$ cat src/rtl/hazard_stall_ctrl.sv
// Hazard and stall sequencer for the 5-stage MIPS pipeline: load-use/RAW stalls,
// branch flush, MEM-stage SRAM freeze handshake, wait watchdog and stall counter.
module hazard_stall_ctrl #(
   parameter int unsigned TIMEOUT = 255,
   parameter int unsigned CNT_W   = 16
) (
   input  logic             clk,
   input  logic             rst,
   input  logic             fwd_en,
   input  logic [4:0]       id_src1,
   input  logic [4:0]       id_src2,
   input  logic             id_uses_src2,
   input  logic [4:0]       exe_dest,
   input  logic             exe_wb_en,
   input  logic             exe_mem_r_en,
   input  logic [4:0]       mem_dest,
   input  logic             mem_wb_en,
   input  logic             mem_r_en,
   input  logic             mem_w_en,
   input  logic             branch_taken,
   input  logic             sram_ready,
   output logic             hazard_stall,
   output logic             bubble,
   output logic             flush,
   output logic             freeze_all,
   output logic             mem_req,
   output logic             mem_timeout,
   output logic [CNT_W-1:0] stall_cycles
);

   localparam logic [0:0] RUN      = 1'b0;
   localparam logic [0:0] MEM_WAIT = 1'b1;

   localparam int unsigned        WAIT_W    = $clog2(TIMEOUT + 1);
   localparam logic [WAIT_W-1:0]  WAIT_MAX  = WAIT_W'(TIMEOUT);
   localparam logic [WAIT_W-1:0]  WAIT_LAST = WAIT_W'(TIMEOUT - 1);

   logic [0:0]        state, state_nxt;
   logic [WAIT_W-1:0] wait_cnt;
   logic              timeout_q;
   logic [CNT_W-1:0]  cnt_q;

   logic mem_access;
   logic exe_hit, mem_hit, raw;

   always_comb begin
      mem_access = mem_r_en | mem_w_en;
      exe_hit = exe_wb_en && (exe_dest != 5'd0) &&
                ((exe_dest == id_src1) || (id_uses_src2 && (exe_dest == id_src2)));
      mem_hit = mem_wb_en && (mem_dest != 5'd0) &&
                ((mem_dest == id_src1) || (id_uses_src2 && (mem_dest == id_src2)));
      raw = fwd_en ? (exe_mem_r_en & exe_hit) : (exe_hit | mem_hit);
   end

   // Every decision output is forced low while rst is held, so a reset
   // during MEM_WAIT drops the request in the same cycle.
   always_comb begin
      state_nxt  = state;
      freeze_all = 1'b0;
      mem_req    = 1'b0;
      case (state)
         RUN: begin
            if (mem_access) begin
               freeze_all = 1'b1;
               mem_req    = 1'b1;
               state_nxt  = MEM_WAIT;
            end
         end
         default: begin
            mem_req    = 1'b1;
            freeze_all = ~sram_ready;
            if (sram_ready)
               state_nxt = RUN;
         end
      endcase
      if (rst) begin
         freeze_all = 1'b0;
         mem_req    = 1'b0;
      end
      flush        = ~rst & branch_taken & ~freeze_all;
      hazard_stall = ~rst & raw & ~freeze_all & ~branch_taken;
      bubble       = hazard_stall;
      mem_timeout  = ~rst & timeout_q;
      stall_cycles = rst ? '0 : cnt_q;
   end

   always_ff @(posedge clk) begin
      if (rst) begin
         state     <= RUN;
         wait_cnt  <= '0;
         timeout_q <= 1'b0;
         cnt_q     <= '0;
      end else begin
         state <= state_nxt;
         if (state == RUN)
            wait_cnt <= '0;
         else if (!sram_ready && (wait_cnt != WAIT_MAX))
            wait_cnt <= wait_cnt + WAIT_W'(1);
         if ((state == MEM_WAIT) && !sram_ready && (wait_cnt == WAIT_LAST))
            timeout_q <= 1'b1;
         if ((freeze_all || hazard_stall) && (cnt_q != '1))
            cnt_q <= cnt_q + CNT_W'(1);
      end
   end

endmodule

$ cat config.mk
export PLATFORM = sky130hd
export DESIGN_NAME = hazard_stall_ctrl
export DESIGN_NICKNAME = d
export VERILOG_FILES = /design/src/rtl/hazard_stall_ctrl.sv
export SDC_FILE = /design/constraint.sdc
export NUM_CORES = 1
export LEC_CHECK = 0
export ABC_CLOCK_PERIOD_IN_PS = 5500
export CAP_MARGIN = 20
export CORE_ASPECT_RATIO = 0.9
export CORE_MARGIN = 1.5
export CORE_UTILIZATION = 50
export DETAILED_ROUTE_END_ITERATION = 8
export HOLD_SLACK_MARGIN = 0.08
export PLACE_DENSITY = 0.86
export SYNTH_ARGS = -nofsm -noshare
export SYNTH_HDL_FRONTEND = slang
export SYNTH_SLANG_ARGS = --single-unit
$ cat constraint.sdc
create_clock -name clk -period 5.5 [get_ports clk]
set_input_delay 1.1 -clock clk [delete_from_list [all_inputs] [get_ports clk]]
set_output_delay 1.1 -clock clk [all_outputs]
set_load 0.05 [all_outputs]
======== Yosys cells after proc, flatten, opt, wreduce, memory -nomap -nowiden ========
Index checks and enable logic that the tools add are counted.
W data, S select, Z words.
operators by class
  $add $sub $neg .......................... 2
  equal/unequal tests ..................... 7
  muxes and demuxes ....................... 9
  bitwise operators ....................... 14
  reduce and logical (&&, ||, !) cells .... 17
operator list
  kind                     count
  $eq A5 B5 Y1             4
  $add A16 B1 Y16 const B  1
  $mux W16                 1
  $ne A16 B16 Y1 const B   1
  $logic_and A1 B1 Y1      10
  $reduce_bool A5 Y1       2
  $add A8 B1 Y8 const B    1
  $eq A8 B8 Y1 const B     1
  $mux W1                  8
  $ne A8 B8 Y1 const B     1
  $and A1 B1 Y1            7
  $not A1 Y1               5
  $logic_or A1 B1 Y1       3
  $or A1 B1 Y1             2
  $reduce_or A2 Y1         1
  $logic_not A1 Y1         1
storage, ports and cells
  register bits ........................... 26
  bits of input ports ..................... 31
  output and inout port bits .............. 22
  word-level logic and storage cells ...... 53

======== Depth between registers and ports, before layout ========
Gate-level depths: netlist (run 1).
  word-level depth ........................ 11
  depth in mapped cells ................... 7
  depth with buffers taken out ............ 7

======== Worst setup path after synthesis (run 1) ========
No wires, ideal clock.
  kind .................................... input -> output
  from .................................... input mem_w_en
  to ...................................... output hazard_stall
  arrival time ............................ 3.125 ns
  data required time ...................... 4.400 ns
  path slack .............................. 1.275 ns
  cell stages on the path ................. 5
  path buffers ............................ 1
  path through ............................ nor3_2 -> a21oi_2 -> or4_1 -> o22ai_1 -> buf_4
between the ends
  word-level cells in the longest chain between the ends .. 7
ends and longest elaborated chain
  element                     line  RTL
  from (decl)                 19    input logic mem_w_en,
  $or A1 B1 Y1                47    mem_access = mem_r_en | mem_w_en;
  $mux W1                     63    if (mem_access) begin
  $mux W1                     61    case (state)
  $mux W1                     76    if (rst) begin
  $not A1 Y1                  81    hazard_stall = ~rst & raw & ~freeze_all & ~branch_taken;
  $and A1 B1 Y1 (2 in a row)  81
  to (decl)                   22    output logic hazard_stall,
No other way between the ends.

======== Final worst setup path (run 1) ========
  from .................................... input exe_dest[2]
  to ...................................... output hazard_stall
between the ends
  word-level cells in the longest chain between the ends .. 9
  elaborated cells between the ends (all ways) .. 13
  classes of those cells .................. eq/ne (2); mux (1); bitwise (5); reduce/logical (5)
ends and longest elaborated chain
  element                                               line  RTL
  from (decl)                                           13    input logic [4:0] exe_dest,
  $eq A5 B5 Y1                                          49    ((exe_dest == id_src1) || (id_uses_src2 && (exe_dest == id_src2)));
  $logic_and A1 B1 Y1                                   49
  $logic_or A1 B1 Y1                                    49
  $logic_and A1 B1 Y1 *                                 48    exe_hit = exe_wb_en && (exe_dest != 5'd0) &&
  $or A1 B1 Y1 / $and A1 B1 Y1 (equally long branches)  52    raw = fwd_en ? (exe_mem_r_en & exe_hit) : (exe_hit | mem_hit);
  $mux W1 *                                             52
  $and A1 B1 Y1 * (3 in a row)                          81
Every way passes the cells marked *; elsewhere a longest branch is shown, timed or not.

==> flow_summary.rst, run 1 <==
.. list-table::
   :header-rows: 1

   * - Metric
     - Value
   * - Insertion delay to the later sink of the worst-skew pair
     - 0.27 ns
   * - Endpoints failing setup
     - 0
   * - Clock root buffer master
     - clkbuf_8
   * - Internal Pwr Total
     - 0.2927 mW
   * - Fmax
     - 0.2133 GHz
   * - Area overhead of the layout relative to synthesis
     - 36.65%
   * - Post-Synthesis Mean Instance Area
     - 8.295 µm²
   * - Critical path data arrival time
     - 3.59 ns
   * - Post-synthesis register bit count
     - 26
   * - Antenna viol nets, final
     - 0
   * - Post-Syn Nets
     - 234
   * - Path depth of the worst reg2reg path
     - 6
   * - Width of the die
     - 63.72 µm
   * - Die boundary height
     - 57.65 µm
   * - Required time at the worst-slack endpoint
     - 4.40 ns
   * - Proportion of layout cells with a drive suffix above 1
     - 0.09163
   * - Gr usage total
     - 0.2313
   * - TritonCTS clock tree
     - yes
   * - CTS resizes
     - 0
   * - Dpl hpwl
     - 3113 µm
   * - Number of hold buffers added after cts
     - 0
   * - Number of cells traversed by the worst hold path
     - 2
   * - Row count
     - 19
   * - Largest fanout of any net on the critical path
     - 4
   * - Setup TNS
     - 0 ns
   * - Minimum setup slack in the final design
     - 0.8119 ns
   * - Status
     - complete, no violations
   * - Ratio of final minimum period to clock period
     - 0.8524
   * - Total I/O pin count
     - 53
   * - Maximum capacitance violations
     - 0
   * - Leakage power total
     - 0.8237 nW
   * - Top library cells by usage in the layout, fill and taps aside
     - 52 x clkdlybuf4s50_1, 29 x nor2_1, 26 x dfxtp_1
   * - Cts bufs inserted
     - 3
   * - Number of enable flip-flop cells after synthesis
     - 0
   * - Pre-CTS WS
     - 0.8350 ns
   * - Number of port buffers
     - 52
   * - Distinct cell type count after synthesis
     - 44
   * - Yosys Warn Count
     - 0
   * - RD Place Congestion
     - 0.9481
   * - Setup crit end kind
     - output pin
   * - Max-Slew Margin vs Limit
     - 0.3534
   * - Setup bufs post-CTS
     - 0
   * - Switch share
     - 0.2534
   * - Synth top area share
     - 0.3137
   * - Number of antenna diodes
     - 0
   * - Setup repair after global routing missed its margin
     - no
   * - Area leader, netlist
     - dfxtp_1
   * - Final worst clock skew
     - 0.009137 ns
   * - Clock transition time at the flip-flop clock pins of the worst setup and hold paths
     - 0.08 ns
   * - Post-synthesis async set-or-reset flop share
     - 0
   * - Total power divided by cell area
     - 172.9 nW/µm²
   * - Clock sink count
     - 26
   * - Clock share of power
     - 0.312
   * - Combinational power share
     - 0.196
   * - Average detailed-routed wire length per instance
     - 13.22 µm
   * - Pin count of the biggest net entering global routing
     - 25
   * - Dominant cells by area after synthesis
     - dfxtp_1 31%, xor2_1 12%, mux2_2 7.5%, nor2_1 6.6%, nand4_1 3.8%
   * - Net count reported at finish
     - 286
   * - Synth Cell Area
     - 1659 µm²
   * - Global-route wire length before repair
     - 6796 µm
   * - Top FF cell, synth
     - dfxtp_1
   * - DR vias
     - 1590
   * - Type of the worst min-delay path
     - flip-flop to flip-flop
   * - Final routed DRC violation total
     - 0
   * - Number of levels the H-tree was split into
     - 1
   * - Portion of the post-synthesis area used by sequential elements
     - 0.3137
   * - Kind of launch point of the worst setup path
     - input port
   * - Sequential power share
     - 0.493
   * - Starting utilization of the core area
     - 0.5327
   * - Count of endpoints failing hold in the final timing report
     - 0
   * - Post-detailed-placement cell area
     - 2212 µm²
   * - Via count of the first global-routing pass
     - 1491
   * - DRT Pass-1 Iters
     - 4
   * - Post-layout minimum cycle time
     - 4.688 ns
   * - Fin area
     - 2267 µm²
   * - Transition time at the pin with the least slew margin
     - 0.9700 ns
   * - Critical path start-end classification
     - input port to output pin
   * - Initial antenna violation count
     - 0
   * - Most frequent standard cell in the layout excluding fill and tap cells
     - clkdlybuf4s50_1
   * - Slew Viols, Final
     - 0
   * - Total congestion overflow
     - 0
   * - Initial DRC Count
     - 121
   * - Worst supply voltage drop on vdd
     - 233.8 µV
   * - Switching Power
     - 0.09934 mW
   * - Vias/cell
     - 5.427
   * - Floorplan die area
     - 3673 µm²
   * - Maximum count of clock buffers along a single path
     - 2
   * - Cell count after synthesis
     - 200
   * - Drt total wl
     - 3874 µm
   * - Standard cell core area
     - 3114 µm²
## metrics by stage
stage,instances,utilization,hold slack (ns),total power [mW]
after floorplan,200,-,0.4716,0.2358
after global placement,289,0.7103,0.4913,0.2726
after detailed placement,289,0.7103,0.5038,0.2739
after CTS,293,0.7280,0.5261,0.3937
after global routing,293,0.7280,0.5503,0.4086
final,293,0.7280,0.5213,0.3921
## worst paths after layout
kind / startpoint / to / slack (ns)
max: exe_dest[2] / hazard_stall / 0.81
min: wait_cnt[7] / wait_cnt[7] / 0.52
max reg2reg: cnt_q[3] / cnt_q[13] / 2.92
min reg2reg: wait_cnt[7] / wait_cnt[7] / 0.52
## final cells by class
| class | count | area (µm²) |
|---|---|---|
| inverter | 15 | 56.30 |
| fill | 233 | 847.1 |
| multi-input combinational | 153 | 1055 |
| tap | 42 | 52.55 |
| timing repair buffer | 53 | 528.0 |
| clock buffer | 4 | 55.05 |
| sequential | 26 | 520.5 |
## cell usage after synthesis, drive strengths merged, types with 2 or more instances
master / n
nor4: 4
nor2b: 8
xor2: 23
a21oi: 4
clkbuf: 2
or4: 5
o21ai: 4
dfxtp: 26
mux2: 12
and4: 2
inv: 15
o221ai: 2
nor2: 29
nand3: 8
nand2: 9
nand4: 10
buf: 4
a32oi: 2
or3: 2
nor3: 5
xnor2: 4
and2: 2
a2111oi: 2
ha: 3
## state kept, by name, indices dropped and copies added, names as in the netlist
signal and cells:
state 1, timeout_q 1, cnt_q 16, wait_cnt 8
## layer usage
metal  track usage  up-vias  wire, µm
met5             0        -         0
met4       0.03727        0         8
met3       0.04078        2       146
met2        0.4075       38      1936
met1        0.3050      739      1783
li1              -      811         -
## critical path: stages
cell and delay (ns):
clkdlybuf4s50_1 0.53, or4_1 0.16, o221ai_1 0.12, or4_4 0.45
o22ai_1 0.35, clkdlybuf4s50_1 0.87
## logic make-up after synthesis
| logic type | synth area share |
|---|---|
| and+or+nand+nor | 0.2896 |
| xor gates and xnor gates | 0.1425 |
| DFF | 0.3137 |
| AOI/OAI and AO/OA | 0.09956 |
| buffers and inverters | 0.05053 |
| muxes | 0.08145 |
| adders and majority gates | 0.02263 |
## power groups by stage
stage	registers, mW	logic [mW]	clock network, mW
finish	0.193	0.0767	0.122
global placement	0.197	0.0751	0
global route	0.194	0.0835	0.131
CTS	0.193	0.0766	0.124
detailed placement	0.198	0.0763	0
floorplan	0.197	0.0388	0
(Power assumes the default switching activity.)
==> inputs of run 2 (changes only) <==
--- a/config.mk
+++ b/config.mk
@@ -8,8 +8,9 @@
 export ABC_CLOCK_PERIOD_IN_PS = 5500
 export CAP_MARGIN = 20
 export CORE_ASPECT_RATIO = 0.9
-export CORE_MARGIN = 1.5
+export CORE_MARGIN = 2
 export CORE_UTILIZATION = 50
+export CTS_CLUSTER_DIAMETER = 150
 export DETAILED_ROUTE_END_ITERATION = 8
 export HOLD_SLACK_MARGIN = 0.08
 export PLACE_DENSITY = 0.86
==> run 2 against run 1 <==
  * Flip-flop and latch count unchanged
  * Count of clock-buffer cells in the layout down 1
  * Largest cell class unchanged
  * Setup slack better by 0.029 ns
  * Critical path depth unchanged
  * First-iteration DRC count up 2.5%
  * Design area up 0.72%
==> flow_summary.rst, run 2 (synthesis gave the netlist of run 1 again) <==
.. list-table::
   :header-rows: 1

   * - Metric
     - Value
   * - Status
     - complete, no violations
   * - Type of the worst min-delay path
     - flip-flop to flip-flop
   * - CTS resizes
     - 0
   * - Number of antenna diodes
     - 0
   * - Largest fanout of any net on the critical path
     - 4
   * - Maximum capacitance violations
     - 0
   * - Endpoints failing setup
     - 0
   * - Count of endpoints failing hold in the final timing report
     - 0
   * - Pin count of the biggest net entering global routing
     - 30
   * - Final worst clock skew
     - 0.003745 ns
   * - Maximum count of clock buffers along a single path
     - 2
   * - Max-Slew Margin vs Limit
     - 0.4020
   * - Top library cells by usage in the layout, fill and taps aside
     - 52 x clkdlybuf4s50_1, 29 x nor2_1, 26 x dfxtp_1
   * - Flip-flop count of the largest register after layout
     - 16
   * - Number of fill cells in the layout
     - 240
   * - Fmax
     - 0.2146 GHz
   * - Standard cell core area
     - 3114 µm²
   * - TritonCTS clock tree
     - yes
   * - Transition time at the pin with the least slew margin
     - 0.8970 ns
   * - Total congestion overflow
     - 0
   * - Switch share
     - 0.2327
   * - Storage element area
     - 520.5 µm²
   * - Vias/cell
     - 5.427
   * - Proportion of layout cells with a drive suffix above 1
     - 0.09163
   * - Number of port buffers
     - 52
   * - Clock transition time at the flip-flop clock pins of the worst setup and hold paths
     - 0.09 ns
   * - Area overhead of the layout relative to synthesis
     - 37.63%
   * - Critical path data arrival time
     - 3.56 ns
   * - Fin area
     - 2283 µm²
   * - Setup TNS
     - 0 ns
   * - Row count
     - 19
   * - Clock root buffer master
     - clkbuf_8
   * - Floorplan die area
     - 3796 µm²
   * - Setup bufs post-CTS
     - 0
   * - Via count of the first global-routing pass
     - 1474
   * - Drt total wl
     - 3955 µm
   * - Clock sink count
     - 26
   * - Total I/O pin count
     - 53
   * - Switching Power
     - 0.09889 mW
   * - Net count reported at finish
     - 286
   * - Post-layout minimum cycle time
     - 4.659 ns
   * - DRT Pass-1 Iters
     - 5
   * - Sequential power share
     - 0.454
   * - Area of the multi-input gates
     - 1055 µm²
   * - Worst supply voltage drop on vdd
     - 251.7 µV
   * - Slew Viols, Final
     - 0
   * - Internal Pwr Total
     - 0.3260 mW
   * - Starting utilization of the core area
     - 0.5327
   * - Hold slack final
     - 0.5243 ns
   * - RD Place Congestion
     - 0.9413
   * - Die boundary height
     - 58.65 µm
   * - Kind of launch point of the worst setup path
     - input port
   * - Gr usage total
     - 0.2195
   * - Layout Utilization
     - 0.7332
   * - Initial antenna violation count
     - 0
   * - Setup crit end kind
     - output pin
   * - Critical path start-end classification
     - input port to output pin
   * - Initial DRC Count
     - 124
   * - Total power divided by cell area
     - 186.1 nW/µm²
   * - Final routed DRC violation total
     - 0
   * - Minimum setup slack in the final design
     - 0.8405 ns
   * - Ratio of final minimum period to clock period
     - 0.8472
   * - Average detailed-routed wire length per instance
     - 13.50 µm
   * - Most frequent standard cell in the layout excluding fill and tap cells
     - clkdlybuf4s50_1
   * - Combinational power share
     - 0.180
   * - Register with the highest flop count
     - cnt_q
   * - Post-detailed-placement cell area
     - 2212 µm²
   * - Cts bufs inserted
     - 3
   * - Required time at the worst-slack endpoint
     - 4.40 ns
   * - Setup repair after global routing missed its margin
     - no
   * - Number of hold buffers added after cts
     - 0
   * - Pre-CTS WS
     - 0.8350 ns
   * - Number of levels the H-tree was split into
     - 1
   * - Antenna viol nets, final
     - 0
   * - DR vias
     - 1590
   * - Leakage power total
     - 0.8307 nW
   * - Global-route wire length before repair
     - 6582 µm
   * - Width of the die
     - 64.72 µm
   * - Dpl hpwl
     - 3137 µm
   * - Insertion delay to the later sink of the worst-skew pair
     - 0.27 ns
   * - Clock share of power
     - 0.365
   * - Leading registers by flop count
     - cnt_q (16), wait_cnt (8)
## run 2: cell count changes in the layout (fill, tap and decap cells not counted)
cell,previous run,this run
clkbuf_8,4,3
bufinv_16,0,1
## run 2: final cells by class
cell class              instances  share of cell area
multi-input cells             153              0.4619
inverters                      15             0.02466
well taps                      42             0.02301
repair buffers                 53              0.2312
clock inverters                 1             0.01315
flip-flops and latches         26              0.2279
clock buffers                   3             0.01808
## run 2: power groups by stage
stage	Sequential (mW)	Clock [mW]	Combinational, mW
5_1_grt	0.194	0.167	0.0834
4_1_cts	0.193	0.158	0.0766
2_1_floorplan	0.197	0	0.0388
3_5_place_dp	0.198	0	0.0765
3_3_place_gp	0.197	0	0.0755
6_report	0.193	0.155	0.0766
## run 2: critical path, cell delays in order
cell and delay (ns):
clkdlybuf4s50_1 0.53, or4_1 0.17, o221ai_1 0.13, or4_4 0.45, o22ai_1 0.30, clkdlybuf4s50_1 0.88
## run 2: worst paths after layout
path	startpoint	endpoint	slack, ns	cells past startpoint
max reg2reg	cnt_q[3]	cnt_q[5]	2.92	6
min reg2reg	cnt_q[6]	cnt_q[6]	0.52	2
min	cnt_q[6]	cnt_q[6]	0.52	2
max	exe_dest[4]	bubble	0.84	6
## run 2: layer usage
metal,vias to the layer above,part of all wire,track usage,routed length [µm]
met5,-,0,0,0
met4,0,0.0053,0.03647,21
met3,4,0.044,0.03633,174
met2,47,0.48,0.3756,1894
met1,729,0.47,0.2986,1865
li1,810,-,-,-
## run 2: per-stage QoR
stage	total power, mW	std cells
after floorplan	0.2358	200
after global placement	0.2730	289
after detailed placement	0.2741	289
after CTS	0.4279	293
after global routing	0.4442	293
final	0.4249	293
==> inputs of run 3 (changes only) <==
==> config.mk (replaced) <==
export PLATFORM = sky130hd
export DESIGN_NAME = hazard_stall_ctrl
export DESIGN_NICKNAME = d
export VERILOG_FILES = /design/src/rtl/hazard_stall_ctrl.sv
export SDC_FILE = /design/constraint.sdc
export NUM_CORES = 1
export LEC_CHECK = 0
export ABC_CLOCK_PERIOD_IN_PS = 3800
export CAP_MARGIN = 20
export CORE_ASPECT_RATIO = 0.9
export CORE_MARGIN = 2
export CORE_UTILIZATION = 42
export CTS_CLUSTER_DIAMETER = 150
export DETAILED_ROUTE_END_ITERATION = 8
export HOLD_SLACK_MARGIN = 0.08
export PLACE_DENSITY = 0.77
export SYNTH_ARGS = -nofsm -noshare
export SYNTH_HDL_FRONTEND = slang
export SYNTH_SLANG_ARGS = --single-unit
==> constraint.sdc (replaced) <==
create_clock -name clk -period 3.8 [get_ports clk]
set_input_delay 0.76 -clock clk [delete_from_list [all_inputs] [get_ports clk]]
set_output_delay 0.76 -clock clk [all_outputs]
set_load 0.05 [all_outputs]
==> run 3 against run 2 <==
  * Non-clock buffer count is 2 higher
  * Clock power up 15%
  * Global-route usage is 3.7 points lower
  * Via count fell by 2.6%
  * Flip-flop and latch count is the same
  * Clock skew increased by 0.0030 ns
  * Register-to-register slack worse by 1.7 ns
==> flow_summary.rst, run 3 (synthesis gave the netlist of run 1 again) <==
.. list-table::
   :header-rows: 1

   * - Metric
     - Value
   * - Kind of launch point of the worst setup path
     - input port
   * - Via count of the first global-routing pass
     - 1486
   * - Maximum count of clock buffers along a single path
     - 2
   * - Global-route wire length before repair
     - 6672 µm
   * - Leakage power total
     - 0.8868 nW
   * - Setup TNS
     - 0 ns
   * - Largest fanout of any net on the critical path
     - 4
   * - Internal Pwr Total
     - 0.4260 mW
   * - Area of the multi-input gates
     - 1055 µm²
   * - Setup crit end kind
     - output pin
   * - Proportion of layout cells with a drive suffix above 1
     - 0.1858
   * - RD Place Congestion
     - 0.9343
   * - Net count reported at finish
     - 288
   * - Fmax
     - 0.3025 GHz
   * - Finished Layout Cells
     - 299
   * - Initial DRC Count
     - 74
   * - Number of levels the H-tree was split into
     - 1
   * - Minimum setup slack in the final design
     - 0.4942 ns
   * - Critical path start-end classification
     - input port to output pin
   * - DRT Pass-1 Iters
     - 4
   * - Placed cells
     - 295
   * - Status
     - complete, no violations
   * - Floorplan die area
     - 4470 µm²
   * - Maximum capacitance violations
     - 0
   * - TritonCTS clock tree
     - yes
   * - Initial antenna violation count
     - 0
   * - Transition time at the pin with the least slew margin
     - 0.6932 ns
   * - Number of port buffers
     - 52
   * - Top library cells by usage in the layout, fill and taps aside
     - 30 x clkdlybuf4s50_1, 29 x nor2_1, 26 x dfxtp_1
   * - Number of cells traversed by the worst hold path
     - 2
   * - Leading registers by flop count
     - cnt_q (16), wait_cnt (8)
   * - Setup slack of the most critical reg-to-reg path
     - 1.22 ns
   * - FF-to-FF End
     - cnt_q[5]
   * - Path depth of the worst reg2reg path
     - 6
   * - Count of endpoints failing hold in the final timing report
     - 0
   * - Gr usage total
     - 0.1827
   * - Switching Power
     - 0.1454 mW
   * - Combinational power share
     - 0.200
   * - Register with the highest flop count
     - cnt_q
   * - Endpoints failing setup
     - 0
   * - Total congestion overflow
     - 0
   * - Vias/cell
     - 5.181
   * - Pre-CTS WS
     - 0.5027 ns
   * - Pin count of the biggest net entering global routing
     - 30
   * - Starting utilization of the core area
     - 0.4416
   * - Worst R2R Start
     - cnt_q[3]
   * - Clock share of power
     - 0.311
   * - Average detailed-routed wire length per instance
     - 12.92 µm
   * - Type of the worst min-delay path
     - flip-flop to flip-flop
   * - Standard cell core area
     - 3757 µm²
   * - Cts bufs inserted
     - 3
   * - Max-Slew Margin vs Limit
     - 0.5336
   * - Slew Viols, Final
     - 0
   * - Clock sink count
     - 26
   * - Worst supply voltage drop on vdd
     - 169.3 µV
   * - Total power divided by cell area
     - 251.8 nW/µm²
   * - Final routed DRC violation total
     - 0
   * - Hold Path Sink
     - cnt_q[1]
   * - Post-layout minimum cycle time
     - 3.306 ns
   * - Die boundary height
     - 63.63 µm
   * - Worst Hold Launch
     - cnt_q[1]
   * - CTS resizes
     - 0
   * - DR vias
     - 1549
   * - Total I/O pin count
     - 53
   * - Number of antenna diodes
     - 0
   * - Width of the die
     - 70.25 µm
   * - Required time at the worst-slack endpoint
     - 3.04 ns
   * - Flip-flop count of the largest register after layout
     - 16
   * - Most frequent standard cell in the layout excluding fill and tap cells
     - clkdlybuf4s50_1
   * - Setup repair after global routing missed its margin
     - no
   * - Switch share
     - 0.2545
   * - Area overhead of the layout relative to synthesis
     - 36.80%
   * - Number of fill cells in the layout
     - 342
   * - Antenna viol nets, final
     - 0
   * - Dpl hpwl
     - 3154 µm
   * - Ratio of final minimum period to clock period
     - 0.8700
   * - Setup bufs post-CTS
     - 0
   * - Drt total wl
     - 3862 µm
   * - Storage element area
     - 520.5 µm²
   * - Clock transition time at the flip-flop clock pins of the worst setup and hold paths
     - 0.09 ns
   * - Number of hold buffers added after cts
     - 0
   * - Clock root buffer master
     - clkbuf_8
   * - Row count
     - 21
   * - Critical path data arrival time
     - 2.55 ns
   * - Sequential power share
     - 0.489
   * - Insertion delay to the later sink of the worst-skew pair
     - 0.27 ns
   * - Final worst clock skew
     - 0.006793 ns
-- run 3: worst max-delay path by stage --
stage	start	to	slack, ns	depth (start not counted)
2_1_floorplan	mem_w_en	hazard_stall	0.25	5
4_1_cts	mem_dest[1]	bubble	0.50	7
3_5_place_dp	mem_dest[1]	bubble	0.50	7
3_3_place_gp	exe_dest[1]	hazard_stall	0.50	7
6_report	mem_dest[1]	bubble	0.49	7
5_1_grt	mem_dest[1]	bubble	0.41	7
-- run 3: cell type report --
class / instances / area share
Sequential cell: 26 / 0.2293
Inverter: 15 / 0.02481
Multi-Input combinational cell: 153 / 0.4647
Tap cell: 46 / 0.02536
Timing Repair Buffer: 55 / 0.2315
Clock buffer: 4 / 0.02426
-- run 3: per-layer routing --
layer / wire length [µm] / vias to the layer above / global-route usage
met4: 54 / 0 / 0.04808
met5: 0 / - / 0
met3: 124 / 6 / 0.03840
li1: - / 817 / -
met2: 1759 / 25 / 0.2936
met1: 1924 / 701 / 0.2480
-- run 3: power by group through the flow --
stage	sequential [mW]	clock [mW]	combinational (mW)
after global placement	0.286	0	0.114
final	0.280	0.178	0.114
after floorplan	0.285	0	0.0562
after global routing	0.281	0.198	0.123
after CTS	0.280	0.184	0.114
after detailed placement	0.286	0	0.114
-- run 3: critical path, cell delays in order --
cell,delay (ns)
clkdlybuf4s50_1,0.47
or4_1,0.55
o211ai_1,0.17
or4_1,0.18
o22ai_1,0.08
buf_4,0.18
buf_12,0.15
-- run 3: through the flow --
stage	utilization	hold WS (ns)	instance area, µm²	total power [mW]
floorplan	-	0.4716	1659	0.3413
global placement	0.5894	0.4916	2215	0.3996
detailed placement	0.5894	0.4955	2215	0.3996
CTS	0.6041	0.5151	2270	0.5780
global route	0.6041	0.5573	2270	0.6017
finish	0.6041	0.5158	2270	0.5714
